File: src/rtl/vga_stream_ctrl.sv
`default_nettype none
// ============================================================================
// Module   : vga_stream_ctrl
// Purpose  : Buffers an upstream RGB valid/ready stream in a small FIFO and
//            feeds the VGA timing core one word per active pixel, aligned to
//            the core's v_sync. Detects underflow and misplaced SOF marks and
//            recovers at the next frame boundary.
// Options  : define VGA_TEST_PATTERN_EN to add the pattern_sel input, which
//            replaces the stream with 8 vertical colour bars.
// Revision : 1.0 - initial release
// ============================================================================
module vga_stream_ctrl #(
  parameter int                    DATA_WIDTH      = 12,
  parameter int                    FIFO_DEPTH      = 16,
  parameter int                    H_ACTIVE        = 640,
  parameter int                    V_ACTIVE        = 480,
  parameter logic [DATA_WIDTH-1:0] UNDERFLOW_COLOR = '0
) (
  input  logic                  clk,
  input  logic                  rst_n,
  input  logic [DATA_WIDTH-1:0] s_data,
  input  logic                  s_sof,
  input  logic                  s_valid,
  output logic                  s_ready,
  input  logic                  video_on,
  input  logic                  v_sync,
  output logic [DATA_WIDTH-1:0] data_stream,
  output logic                  frame_active,
  output logic                  underflow,
  output logic                  sync_err,
  input  logic                  err_clr
`ifdef VGA_TEST_PATTERN_EN
  ,
  input  logic                  pattern_sel
`endif
);

  localparam int PW = $clog2(FIFO_DEPTH);
  localparam int CW = PW + 1;
  localparam int XW = (H_ACTIVE > 1) ? $clog2(H_ACTIVE) : 1;
  localparam int YW = (V_ACTIVE > 1) ? $clog2(V_ACTIVE) : 1;
  localparam int EW = DATA_WIDTH + 1;

  localparam logic [1:0] S_WAIT_SOF = 2'd0;
  localparam logic [1:0] S_FILL     = 2'd1;
  localparam logic [1:0] S_ACTIVE   = 2'd2;
  localparam logic [1:0] S_DROP     = 2'd3;

  logic [1:0]            r_state, w_next_state;
  logic                  r_live;
  logic                  r_vsync_q;
  logic [EW-1:0]         r_mem [FIFO_DEPTH];
  logic [PW-1:0]         r_wr_ptr, r_rd_ptr;
  logic [CW-1:0]         r_count;
  logic [XW-1:0]         r_x, w_x_next, w_x_adv;
  logic [YW-1:0]         r_y, w_y_next, w_y_adv;
  logic [DATA_WIDTH-1:0] r_data, w_data_next, w_bar;
  logic                  r_frame_active, r_underflow, r_sync_err;
  logic                  w_pat, w_full, w_empty, w_ready, w_hs;
  logic                  w_vs_rise, w_vs_fall, w_x_last, w_y_last, w_first_pix;
  logic                  w_push, w_pop, w_flush, w_set_uf, w_set_se;
  logic [EW-1:0]         w_head, w_push_word;
  logic [2:0]            w_bar_idx;

  // Colour bar table, left to right.
  function automatic logic [11:0] bar_color(input logic [2:0] idx);
    case (idx)
      3'd0:    bar_color = 12'hFFF;
      3'd1:    bar_color = 12'hFF0;
      3'd2:    bar_color = 12'h0FF;
      3'd3:    bar_color = 12'h0F0;
      3'd4:    bar_color = 12'hF0F;
      3'd5:    bar_color = 12'hF00;
      3'd6:    bar_color = 12'h00F;
      default: bar_color = 12'h000;
    endcase
  endfunction

`ifdef VGA_TEST_PATTERN_EN
  assign w_pat = pattern_sel;
`else
  assign w_pat = 1'b0;
`endif

  assign w_full      = (r_count == CW'(FIFO_DEPTH));
  assign w_empty     = (r_count == '0);
  assign w_vs_rise   = v_sync & ~r_vsync_q;
  assign w_vs_fall   = ~v_sync & r_vsync_q;
  assign w_head      = r_mem[r_rd_ptr];
  assign w_push_word = {s_sof, s_data};
  assign w_x_last    = (r_x == XW'(H_ACTIVE - 1));
  assign w_y_last    = (r_y == YW'(V_ACTIVE - 1));
  assign w_first_pix = (r_x == '0) && (r_y == '0);
  assign w_x_adv     = w_x_last ? '0 : r_x + XW'(1);
  assign w_y_adv     = w_x_last ? (w_y_last ? '0 : r_y + YW'(1)) : r_y;
  // Bars assume H_ACTIVE is a multiple of 8.
  assign w_bar_idx   = 3'(32'(r_x) / (H_ACTIVE / 8));
  assign w_bar       = DATA_WIDTH'(bar_color(w_bar_idx));

  // Ready depends only on registered state and count; r_live holds it low through reset.
  always_comb begin
    w_ready = 1'b0;
    if (r_live && !w_pat) begin
      case (r_state)
        S_WAIT_SOF, S_DROP: w_ready = 1'b1;
        default:            w_ready = !w_full;
      endcase
    end
  end

  assign w_hs = s_valid & w_ready;

  // Next-state, FIFO control, pixel position and output pixel selection.
  always_comb begin
    w_next_state = r_state;
    w_push       = 1'b0;
    w_pop        = 1'b0;
    w_flush      = 1'b0;
    w_set_uf     = 1'b0;
    w_set_se     = 1'b0;
    w_data_next  = r_data;
    w_x_next     = '0;
    w_y_next     = '0;
    if (w_pat) begin
      w_next_state = S_WAIT_SOF;
      w_flush      = 1'b1;
      w_x_next     = r_x;
      w_y_next     = r_y;
      if (video_on) begin
        w_data_next = w_bar;
        w_x_next    = w_x_adv;
        w_y_next    = w_y_adv;
      end
    end else begin
      case (r_state)
        S_WAIT_SOF: begin
          // Only an SOF-marked word opens a frame; everything else is discarded.
          if (w_hs && s_sof) begin
            w_push       = 1'b1;
            w_next_state = S_FILL;
          end
        end
        S_FILL: begin
          w_push = w_hs;
          if (w_vs_rise && !w_empty) w_next_state = S_ACTIVE;
        end
        S_ACTIVE: begin
          w_push   = w_hs;
          w_x_next = r_x;
          w_y_next = r_y;
          if (video_on) begin
            if (w_empty) begin
              // No bypass: a same-cycle push does not rescue an empty pop.
              w_data_next  = UNDERFLOW_COLOR;
              w_set_uf     = 1'b1;
              w_next_state = S_DROP;
            end else begin
              w_pop       = 1'b1;
              w_data_next = w_head[DATA_WIDTH-1:0];
              if (w_head[DATA_WIDTH] != w_first_pix) begin
                w_set_se     = 1'b1;
                w_next_state = S_DROP;
              end else begin
                w_x_next = w_x_adv;
                w_y_next = w_y_adv;
                if (w_x_last && w_y_last) w_next_state = S_FILL;
              end
            end
          end
        end
        default: begin
          w_flush     = 1'b1;
          w_data_next = UNDERFLOW_COLOR;
          if (w_vs_fall) w_next_state = S_WAIT_SOF;
        end
      endcase
    end
  end

  // State, reset-release marker and v_sync history.
  always_ff @(posedge clk) begin
    if (!rst_n) begin
      r_state        <= S_WAIT_SOF;
      r_live         <= 1'b0;
      r_vsync_q      <= 1'b1;
      r_frame_active <= 1'b0;
    end else begin
      r_state        <= w_next_state;
      r_live         <= 1'b1;
      r_vsync_q      <= v_sync;
      r_frame_active <= (w_next_state == S_ACTIVE);
    end
  end

  // FIFO pointers and occupancy; flush empties the FIFO in one cycle.
  always_ff @(posedge clk) begin
    if (!rst_n || w_flush) begin
      r_wr_ptr <= '0;
      r_rd_ptr <= '0;
      r_count  <= '0;
    end else begin
      if (w_push) r_wr_ptr <= r_wr_ptr + PW'(1);
      if (w_pop)  r_rd_ptr <= r_rd_ptr + PW'(1);
      case ({w_push, w_pop})
        2'b10:   r_count <= r_count + CW'(1);
        2'b01:   r_count <= r_count - CW'(1);
        default: r_count <= r_count;
      endcase
    end
  end

  // FIFO storage; contents are don't-care until written.
  always_ff @(posedge clk) begin
    if (w_push) r_mem[r_wr_ptr] <= w_push_word;
  end

  // Pixel position and registered output pixel.
  always_ff @(posedge clk) begin
    if (!rst_n) begin
      r_x    <= '0;
      r_y    <= '0;
      r_data <= '0;
    end else begin
      r_x    <= w_x_next;
      r_y    <= w_y_next;
      r_data <= w_data_next;
    end
  end

  // Sticky error flags; a set event beats a simultaneous clear.
  always_ff @(posedge clk) begin
    if (!rst_n) begin
      r_underflow <= 1'b0;
      r_sync_err  <= 1'b0;
    end else begin
      if (w_set_uf)     r_underflow <= 1'b1;
      else if (err_clr) r_underflow <= 1'b0;
      if (w_set_se)     r_sync_err  <= 1'b1;
      else if (err_clr) r_sync_err  <= 1'b0;
    end
  end

  assign s_ready      = w_ready;
  assign data_stream  = r_data;
  assign frame_active = r_frame_active;
  assign underflow    = r_underflow;
  assign sync_err     = r_sync_err;

endmodule
`default_nettype wire

File: config.mk
export PLATFORM = sky130hd
export DESIGN_NAME = vga_stream_ctrl
export DESIGN_NICKNAME = d
export VERILOG_FILES = /design/src/rtl/vga_stream_ctrl.sv
export SDC_FILE = /design/constraint.sdc
export NUM_CORES = 1
export LEC_CHECK = 0
export BUFFER_PORTS_ARGS = -buffer_cell sky130_fd_sc_hd__buf_2
export CAP_MARGIN = 5
export CORE_MARGIN = 3
export CORE_UTILIZATION = 55
export DETAILED_ROUTE_END_ITERATION = 10
export PLACE_DENSITY_LB_ADDON = 0.25
export SLEW_MARGIN = 25
export SYNTH_ARGS = -nofsm -noshare
export SYNTH_HDL_FRONTEND = slang
export SYNTH_SLANG_ARGS = --single-unit
export TNS_END_PERCENT = 5
File: constraint.sdc
create_clock -name clk -period 4.6 [get_ports clk]
set_input_delay 0.46 -clock clk [delete_from_list [all_inputs] [get_ports clk]]
set_output_delay 0.46 -clock clk [all_outputs]
set_load 0.1 [all_outputs]
==> out/metrics.yaml, run 1 <==
clocking:
  clk_latency_ns: 0.55
  root_buffer: "clkbuf_16"
  ctsResizeCount: 0
  htreeDepth: 1
  cts_tree: "done"
  cts_setup_buffers: 0
  cts_buffer_depth: 3
  cts.sinks: 263
  cts-buffers-inserted: 28
  clk_pin_slew_ns: 0.06
  cts_hold_buffers: 0
yosys:
  yosys_warnings: 0
  synth_cells: 662
  synth-seq-area-share: 0.689
  synth-edff-count: 208
  avgSynthCellArea_sq_um: 16.1
  netlist-cell-type-count: 50
  synth_area_sq_um: 10700
  synth_ff_type: "edfxtp_1"
  syn-num-nets: 697
  ys_ff_latch: 263
  ys_async_sr_fraction: 0
timing:
  setup_violations: 0
  hold_violations: 0
  clock_skew_ns: 0.0223
  slew_headroom: 0.471
  post-route-min-period_ns: 3.34
  fmax_mhz: 299
  tns_ns: 0
  rsz0062_at_grt: "no"
  drv_slew: 0
  tightest_slew_ns: 0.778
  fin_crit_sh: 0.726
power_and_ir_drop:
  power.internal_w: 0.00380
  sequentialPowerShare: 0.541
  finalPower_w: 0.00477
  p_leak_nw: 3.84
  clkPwrFrac: 0.437
  p_sw_frac: 0.203
  combPwrFrac: 0.022
  vdd_drop_max_mv: 0.323
  power.switching_w: 0.000968
  power.density_nw_per_um2: 394
route:
  post-route-drc-count: 0
  first_iter_violations: 409
  wl_met2_microns: 11100
  vias: 5988
  drt_first_pass_iters: 5
  routedWlPerCell_microns: 22.3
  top_layer_used: "met5"
  wl_met3_microns: 1440
  post_drt_via_cell_ratio: 5.98
  wl_met1_microns: 9280
  routed_wl_microns: 22300
  ant_nets: 0
cells_and_area:
  layout-drive-gt1-share: 0.221
  utilization: 0.641
  area_delta_synth_final_pct: 13.6
  nNetsFinal: 755
  diodes: 0
  fill_cells: 1340
die:
  core_sq_um: 18900
  dieArea_sq_um: 21100
  die_w_microns: 145
  die-height_microns: 145
  row_count: 50
  initial_utilization: 0.564
  top_level_ports: 35
worst_setup_path:
  required_ns: 5.07
  crit_fanout: 9
  cp-end-kind: "register"
  arrival_ns: 3.81
  cp-start-kind: "register"
  setup.worst_path.class: "register to register"
worst_hold_path:
  min_path_type: "input pin to register"
global_route:
  grt_pass1_wl_microns: 34800
  antenna_found_initial: 1
  grt_pass1_vias: 6070
  grt_use_total: 0.211
  gr-total-overflow: 0
  grt_start_max_net_pins: 48
placed_design:
  port-buffer-count: 34
  place_congestion: 0.813
  place_hpwl_microns: 13200
outcome:
  status: "finished, final reports clean"
job:
  maxCapViolations: 0
==> worst max-delay path: stages (launching register included) <==
cell and delay [ns]:
dfxtp_1 0.36, or4_4 0.59, nor2_1 0.30, nor4_1 0.11
buf_4 0.17, inv_1 0.07, ha_1 0.34, xor2_1 0.13
ha_1 0.19, a21oi_1 0.23, nand3_1 0.13, o31ai_1 0.11
a21oi_1 0.08, or3_1 0.31, a21oi_1 0.14
==> state kept, by name, indices dropped and copies added, names as in the netlist, named ones only <==
signal / count
r_vsync_q: 1
r_state: 2
r_live: 1
frame_active: 1
data_stream: 12
sync_err: 1
r_count: 5
r_y: 9
r_mem: 208
r_rd_ptr: 4
underflow: 1
r_wr_ptr: 4
r_x: 10
==> cell usage after synthesis, types with 10 or more instances <==
| cell type | number | area, sq um |
|---|---|---|
| a211oi_1 | 13 | 97.6 |
| dfxtp_1 | 55 | 1100 |
| inv_1 | 16 | 60.1 |
| a21oi_1 | 28 | 140 |
| mux4_2 | 52 | 1170 |
| a22oi_1 | 13 | 97.6 |
| clkbuf_1 | 18 | 67.6 |
| edfxtp_1 | 208 | 6250 |
| nor2_1 | 46 | 173 |
| nand3_1 | 11 | 55.1 |
| nand2_1 | 25 | 93.8 |
| ha_1 | 16 | 200 |
| nor3_1 | 10 | 50.1 |
| o21ai_0 | 13 | 65.1 |
| nor2b_1 | 30 | 188 |
| mux2i_1 | 18 | 180 |
| xnor2_1 | 13 | 114 |
==> path summary, 6_finish.rpt <==
| path | to | cells after the start | slack (ns) | startpoint |
|---|---|---|---|---|
| max | r_count[4] | 14 | 1.26 | r_count[0] |
| min | r_vsync_q | 2 | 0.14 | v_sync |
| max reg2reg | r_count[4] | 14 | 1.26 | r_count[0] |
| min reg2reg | r_x[5] | 2 | 0.51 | r_x[5] |
==> power groups by stage <==
stage | clock network, W | registers (W) | logic [W]
after floorplan | 0 | 0.00263 | 0.0000526
after global placement | 0 | 0.00263 | 0.0000997
after detailed placement | 0 | 0.00263 | 0.000106
after CTS | 0.00211 | 0.00258 | 0.000107
after global routing | 0.00221 | 0.00258 | 0.000117
final | 0.00208 | 0.00258 | 0.000106
==> per-layer routing <==
metal | track usage | vias up
met5 | 0 | -
met4 | 0.0579 | 2
met3 | 0.0390 | 49
met2 | 0.354 | 220
met1 | 0.288 | 3013
li1 | - | 2704
==> stage by stage <==
| stage | instance area, sq um | setup WS, ns | hold slack, ns | cells |
|---|---|---|---|---|
| final | 12100 | 1.26 | 0.135 | 1001 |
| after global routing | 12100 | 0.920 | 0.145 | 1001 |
| after CTS | 12100 | 1.32 | 0.123 | 1001 |
| after detailed placement | 11200 | 1.35 | 0.490 | 950 |
| after global placement | 11200 | 1.47 | 0.475 | 950 |
| after floorplan | 10700 | 1.20 | 0.460 | 662 |
==> layout make-up <==
type	count	area [sq um]	area share
Inverter	16	60.1	0.00496
Tap cell	260	325	0.0269
Timing Repair Buffer	57	343	0.0283
Sequential cell	263	7350	0.607
Clock buffer	35	737	0.0609
Clock inverter	16	125	0.0103
Multi-Input combinational cell	354	3170	0.261
==> cells in the final DEF (no fill, tap or decap), types with 18 or more instances in the layout <==
| cell type | n |
|---|---|
| a21oi_1 | 28 |
| mux2i_1 | 18 |
| dfxtp_1 | 52 |
| edfxtp_1 | 208 |
| nand2_1 | 25 |
| nor2_1 | 46 |
| mux4_2 | 52 |
| nor2b_1 | 30 |
| buf_2 | 34 |
| buf_4 | 23 |
| clkbuf_16 | 28 |
==> kinds of logic after synthesis <==
kind of cell,share of synthesized area
compound gates,0.0536
xor+xnor,0.0172
fa+ha+maj,0.0188
buf+inv,0.0167
flops,0.689
mux,0.129
simple gates,0.0754
(Power assumes the default switching activity.)
==> run 2, diff against run 1 <==
==> constraint.sdc (replaced) <==
create_clock -name clk -period 2.79 [get_ports clk]
set_input_delay 0.279 -clock clk [delete_from_list [all_inputs] [get_ports clk]]
set_output_delay 0.279 -clock clk [all_outputs]
set_load 0.1 [all_outputs]
==> run 2 against run 1 <==
Flip-flop and latch count unchanged. Register-to-register slack worse by 1.1 ns. Highest routed layer is now met4. Sequential power up 65%. Hold slack worse by 0.043 ns. Critical path type unchanged. Combinational power up 92%. Clock skew down 0.011 ns. Sequential share of layout area down 1.0 points.
==> out/metrics.yaml, run 2 (synthesis gave the netlist of run 1 again) <==
outcome:
  status: "finished, final reports clean"  # unchanged
timing:
  drv_slew: 0  # unchanged
  setup_violations: 0  # unchanged
  fin_crit_sh: 0.959  # was 0.726
  tns_ns: 0  # unchanged
  hold_violations: 0  # unchanged
  fmax_mhz: 374  # was 299 MHz
  slew_headroom: 0.554  # was 0.471
  tightest_slew_ns: 0.667  # was 0.778 ns
  clock_skew_ns: 0.0110  # was 0.0223 ns
  post-route-min-period_ns: 2.68  # was 3.34 ns
die:
  die_w_microns: 145  # unchanged
  initial_utilization: 0.564  # unchanged
  die-height_microns: 145  # unchanged
  core_sq_um: 18900  # unchanged
  top_level_ports: 35  # unchanged
  dieArea_sq_um: 21100  # unchanged
  row_count: 50  # unchanged
power_and_ir_drop:
  power.density_nw_per_um2: 632  # was 394 nW/um^2
  finalPower_w: 0.00779  # was 0.00477 W
  p_leak_nw: 3.93  # was 3.84 nW
  vdd_drop_max_mv: 0.605  # was 0.323 mV
job:
  maxCapViolations: 0  # unchanged
worst_hold_path:
  min_path_type: "input pin to register"  # unchanged
  hp-start: "err_clr"  # was v_sync
cells_and_area:
  largest-register: "r_mem"  # unchanged
  diodes: 0  # unchanged
  fin_area_sq_um: 12300  # was 12,100 sq um
  utilization: 0.652  # was 0.641
  nNetsFinal: 772  # was 755
  layout-drive-gt1-share: 0.269  # was 0.221
  area_delta_synth_final_pct: 15.6  # was 13.6%
  largest_reg_flops: 208  # unchanged
  layout_common_cells: "208 x edfxtp_1, 52 x mux4_2, 48 x dfxtp_1"  # was 208 x edfxtp_1, 52 x mux4_2, 52 x dfxtp_1
  final_common_cell: "edfxtp_1"  # unchanged
clocking:
  cts_tree: "done"  # unchanged
  cts.sinks: 263  # unchanged
  htreeDepth: 1  # unchanged
  clk_pin_slew_ns: 0.06  # about the same
  root_buffer: "clkbuf_16"  # unchanged
  cts-buffers-inserted: 26  # was 28
  cts_buffer_depth: 3  # unchanged
  clk_latency_ns: 0.53  # was 0.55 ns
global_route:
  grt_use_total: 0.204  # was 0.211
  grt_pass1_vias: 6092  # was 6,070
  gr-total-overflow: 0  # unchanged
  grt_start_max_net_pins: 45  # was 48
  grt_pass1_wl_microns: 33800  # was 34,800 microns
  antenna_found_initial: 0  # was 1
worst_setup_path:
  arrival_ns: 3.13  # was 3.81 ns
  cpPeakStageDelay_ns: 0.56  # was 0.59 ns
  crit_chain: "or4_4 -> nor2_4 -> nor4_4 -> inv_1 -> ha_2 -> xor2_2 -> ha_2 -> a21oi_4 -> o21bai_1 -> a22o_1 -> a21oi_1 -> or3_1 -> a21oi_1"  # was or4_4 -> nor2_1 -> nor4_1 -> buf_4 -> inv_1 -> ha_1 -> xor2_1 -> ha_1 -> a21oi_1 -> nand3_1 -> o31ai_1 -> a21oi_1 -> or3_1 -> a21oi_1
  r2r_start: "r_count[0]"  # unchanged
  cp-end-kind: "register"  # unchanged
  cp-start-kind: "register"  # unchanged
  setup.worst_path.class: "register to register"  # unchanged
  cpMaxStageDelayCell: "or4_4"  # unchanged
  crit_path_start: "r_count[0]"  # unchanged
  crit_fanout: 5  # was 9
  required_ns: 3.24  # was 5.07 ns
route:
  ant_nets: 0  # unchanged
  routed_wl_microns: 21400  # was 22,300 microns
  post_drt_via_cell_ratio: 5.91  # was 5.98
  post-route-drc-count: 0  # unchanged
  first_iter_violations: 480  # was 409
  routedWlPerCell_microns: 21.1  # was 22.3 microns
  drt_first_pass_iters: 5  # unchanged
  vias: 6002  # was 5,988
placed_design:
  port-buffer-count: 34  # unchanged
  placedInstanceArea_sq_um: 11400  # was 11,200 sq um
  place_hpwl_microns: 13300  # was 13,200 microns
  place_congestion: 0.833  # was 0.813
run 2: changes by cell type in the layout (fill, tap and decap cells not counted), sizes merged:
| cell | change |
|---|---|
| inv | -1 |
| clkbuf | -6 |
| clkinvlp | +2 |
| dlygate4sd3 | +1 |
| clkinv | +1 |
| buf | +18 |
run 2: routing by layer:
metal | global-route usage | vias to the layer above | wire length, microns
met3 | 0.0303 | 34 | 1260
met5 | 0 | - | 0
met2 | 0.329 | 191 | 10300
li1 | - | 2735 | -
met4 | 0.0484 | 0 | 469
met1 | 0.297 | 3042 | 9390
run 2: power by group:
part / internal (W) / total (W) / switching (W)
registers: 0.00424 / 0.00425 / 0.00000907
logic: 0.0000691 / 0.000203 / 0.000134
clock network: 0.00191 / 0.00334 / 0.00143
total: 0.00621 / 0.00779 / 0.00158
run 2: cell type report:
type | count | area (sq um)
clock buffers | 29 | 703
clock inverters | 18 | 129
fillers | 1341 | 6570
multi-input cells | 354 | 3250
inverters | 16 | 60.1
well taps | 260 | 325
repair buffers | 76 | 500
flip-flops and latches | 263 | 7360
run 2: worst max-delay path, delay by kind of cell, from the launching register on:
kind,cells,cell delay [ns]
fa+ha+maj,2,0.42
xor+xnor,1,0.15
compound gates,5,0.55
simple gates,4,1.06
flops,1,0.35
buf+inv,1,0.09
run 2: metrics by stage:
stage                     hold WS [ns]  cells  worst slack, ns
after detailed placement         0.496    963           0.0235
after global placement           0.474    963            0.143
after global routing             0.101   1016         -0.00888
final                           0.0927   1016            0.114
after CTS                       0.0769   1013         0.000898
after floorplan                  0.307    662          0.00794
run 2: path summary, 6_finish.rpt:
kind	endpoint	slack (ns)	depth (start not counted)
worst max-delay path	r_count[4]	0.11	13
worst min-delay path	underflow	0.09	4
worst max register to register	r_count[4]	0.11	13
worst min register to register	r_y[8]	0.51	2
run 2: repair_timing:
item / 4_1_cts / 5_1_grt
pin swaps: 2 / 6
endpoints found under the hold margin: 1 / 0
setup buffers: 2 / 3
resized for setup: 4 / 13
cloned: 0 / 0
hold buffers: 1 / 0
endpoints found under the setup margin: 1 / 8
==> run 3, diff against run 2 <==
==> constraint.sdc (replaced) <==
create_clock -name clk -period 2.3 [get_ports clk]
set_input_delay 0.23 -clock clk [delete_from_list [all_inputs] [get_ports clk]]
set_output_delay 0.23 -clock clk [all_outputs]
set_load 0.1 [all_outputs]
==> run 3 against run 2 <==
The flow now finishes with violations (setup timing). Critical path depth stayed put. Via count up 2.1%. Register-to-register slack got worse by 0.41 ns. Count of clock-buffer cells in the layout is 4 higher. Cell area is 3.3% higher. Utilization grew 2.2 points. Worst setup slack got worse by 0.41 ns. Critical path type unchanged. Critical endpoint unchanged. Highest routed layer unchanged.
==> out/metrics.yaml, run 3 (synthesis gave the netlist of run 1 again) <==
clocking:
  clk_pin_slew_ns: 0.06  # about the same
  htreeDepth: 1  # unchanged
  cts_tree: "done"  # unchanged
  root_buffer: "clkbuf_16"  # unchanged
  cts.sinks: 263  # unchanged
  cts-buffers-inserted: 27  # was 26
  clk_latency_ns: 0.53  # about the same
  cts_buffer_depth: 3  # unchanged
cells_and_area:
  largest-register: "r_mem"  # unchanged
  multiInputGateArea_sq_um: 3350  # was 3250 sq um
  largest_reg_flops: 208  # unchanged
  nNetsFinal: 794  # was 772
  fin_area_sq_um: 12700  # was 12,300 sq um
  layout-drive-gt1-share: 0.303  # was 0.269
  area_delta_synth_final_pct: 19.4  # was 15.6%
  ff_latch_area_sq_um: 7360  # about the same
  utilization: 0.674  # was 0.652
  diodes: 0  # unchanged
  layout_common_cells: "208 x edfxtp_1, 52 x mux4_2, 51 x buf_4"  # was 208 x edfxtp_1, 52 x mux4_2, 48 x dfxtp_1
  final_common_cell: "edfxtp_1"  # unchanged
  fill_cells: 1278  # was 1,341
global_route:
  gr-total-overflow: 0  # unchanged
  grt_pass1_vias: 6438  # was 6,092
  grt_pass1_wl_microns: 36000  # was 33,800 microns
  grt_use_total: 0.216  # was 0.204
  grt_start_max_net_pins: 46  # was 45
  antenna_found_initial: 0  # unchanged
worst_hold_path:
  hold_depth: 1  # was 4
  hp-start: "rst_n"  # was err_clr
  min_path_type: "input pin to register"  # unchanged
timing:
  fin_crit_sh: 1.13  # was 0.959
  setup_violations: 15  # was 0
  post-route-min-period_ns: 2.60  # was 2.68 ns
  setup_ws_ns: -0.299  # was 0.114 ns
  slew_headroom: 0.577  # was 0.554
  timing.hold.ws_ns: 0.0695  # was 0.0927 ns
  fmax_mhz: 385  # was 374 MHz
  drv_slew: 0  # unchanged
  clock_skew_ns: 0.0100  # was 0.0110 ns
  rsz0062_at_grt: "yes"
  tightest_slew_ns: 0.634  # was 0.667 ns
  hold_violations: 0  # unchanged
power_and_ir_drop:
  p_sw_frac: 0.199  # was 0.202
  p_leak_nw: 4.10  # was 3.93 nW
  vdd_drop_max_mv: 0.644  # was 0.605 mV
  sequentialPowerShare: 0.537  # was 0.545
  clkPwrFrac: 0.435  # was 0.429
  power.density_nw_per_um2: 754  # was 632 nW/um^2
  power.internal_w: 0.00769  # was 0.00621 W
  power.switching_w: 0.00191  # was 0.00158 W
  combPwrFrac: 0.028  # was 0.026
route:
  post-route-drc-count: 0  # unchanged
  ant_nets: 0  # unchanged
  routed_wl_microns: 22500  # was 21,400 microns
  routedWlPerCell_microns: 21.7  # was 21.1 microns
  post_drt_via_cell_ratio: 5.90  # was 5.91
  vias: 6126  # was 6,002
  first_iter_violations: 551  # was 480
  drt_first_pass_iters: 4  # was 5
worst_setup_path:
  cpPeakStageDelay_ns: 0.57  # was 0.56 ns
  worst-path-stages: 13  # unchanged
  arrival_ns: 3.05  # was 3.13 ns
  setup.worst_path.class: "register to register"  # unchanged
  r2r_start: "r_count[0]"  # unchanged
  cpMaxStageDelayCell: "or4_4"  # unchanged
  cp-start-kind: "register"  # unchanged
  crit_chain: "or4_4 -> nor2_4 -> nor4_4 -> inv_1 -> ha_2 -> xor2_1 -> ha_2 -> a21oi_2 -> o21bai_1 -> a22o_1 -> a21oi_1 -> or3_1 -> a21oi_2"  # was or4_4 -> nor2_4 -> nor4_4 -> inv_1 -> ha_2 -> xor2_2 -> ha_2 -> a21oi_4 -> o21bai_1 -> a22o_1 -> a21oi_1 -> or3_1 -> a21oi_1
  crit_fanout: 3  # was 5
  r2r_slack_ns: -0.30  # was 0.11 ns
  cp-end-kind: "register"  # unchanged
  crit_path_start: "r_count[0]"  # unchanged
  crit_family: "simple AND/OR/NAND/NOR gates"  # unchanged
  required_ns: 2.76  # was 3.24 ns
  ff2ff_path_depth: 13  # unchanged
  worst-path-buf-inv: 1  # unchanged
die:
  die_w_microns: 145  # unchanged
  core_sq_um: 18900  # unchanged
  top_level_ports: 35  # unchanged
  row_count: 50  # unchanged
  die-height_microns: 145  # unchanged
  dieArea_sq_um: 21100  # unchanged
  initial_utilization: 0.564  # unchanged
placed_design:
  place_ws_ns: -0.285  # was 0.0235 ns
  placedInstanceArea_sq_um: 11700  # was 11,400 sq um
  place_congestion: 0.800  # was 0.833
  place_hpwl_microns: 13900  # was 13,300 microns
  port-buffer-count: 34  # unchanged
job:
  maxCapViolations: 0  # unchanged
outcome:
  failed_checks: "setup timing"
  status: "complete, but fails checks"  # was finished, final reports clean
run 3: path summary, 6_finish.rpt:
check / end
worst max-delay path: r_count[4]
worst min-delay path: r_live
worst max register to register: r_count[4]
worst min register to register: r_x[5]
run 3: power by group through the flow:
stage	clock network [W]	logic [W]	registers [W]
detailed placement	0	0.000257	0.00525
global route	0.00447	0.000298	0.00515
global placement	0	0.000245	0.00525
CTS	0.00426	0.000268	0.00515
finish	0.00417	0.000273	0.00515
floorplan	0	0.000114	0.00526
run 3: cell type report:
class / count / share of cell area
tap: 260 / 0.0255
multi-input combinational: 354 / 0.263
sequential: 263 / 0.578
clock buffer: 33 / 0.0564
inverter: 16 / 0.00472
clock inverter: 15 / 0.0106
timing repair buffer: 97 / 0.0623
run 3: per-stage QoR:
step / power [W] / instances / TNS [ns]
after floorplan: 0.00537 / 662 / -11.09
after global placement: 0.00550 / 989 / -0.399
after detailed placement: 0.00551 / 989 / -1.19
after global routing: 0.00992 / 1038 / -2.47
final: 0.00960 / 1038 / -0.944
after CTS: 0.00968 / 1038 / -0.878
run 3: what timing repair did:
action	in CTS	in global routing
endpoints found under the hold margin	1	0
hold buffers	1	0
cloned	0	0
pin swaps	2	3
endpoints found under the setup margin	27	34
setup buffers	0	0
resized for setup	11	16
run 3: metal layers:
metal  share of wire  global-route usage  vias to the layer above
met5               0                   0                        -
met4           0.020              0.0499                        0
met3           0.062              0.0403                       33
met2            0.50               0.358                      194
met1            0.42               0.301                     3122
li1                -                   -                     2777
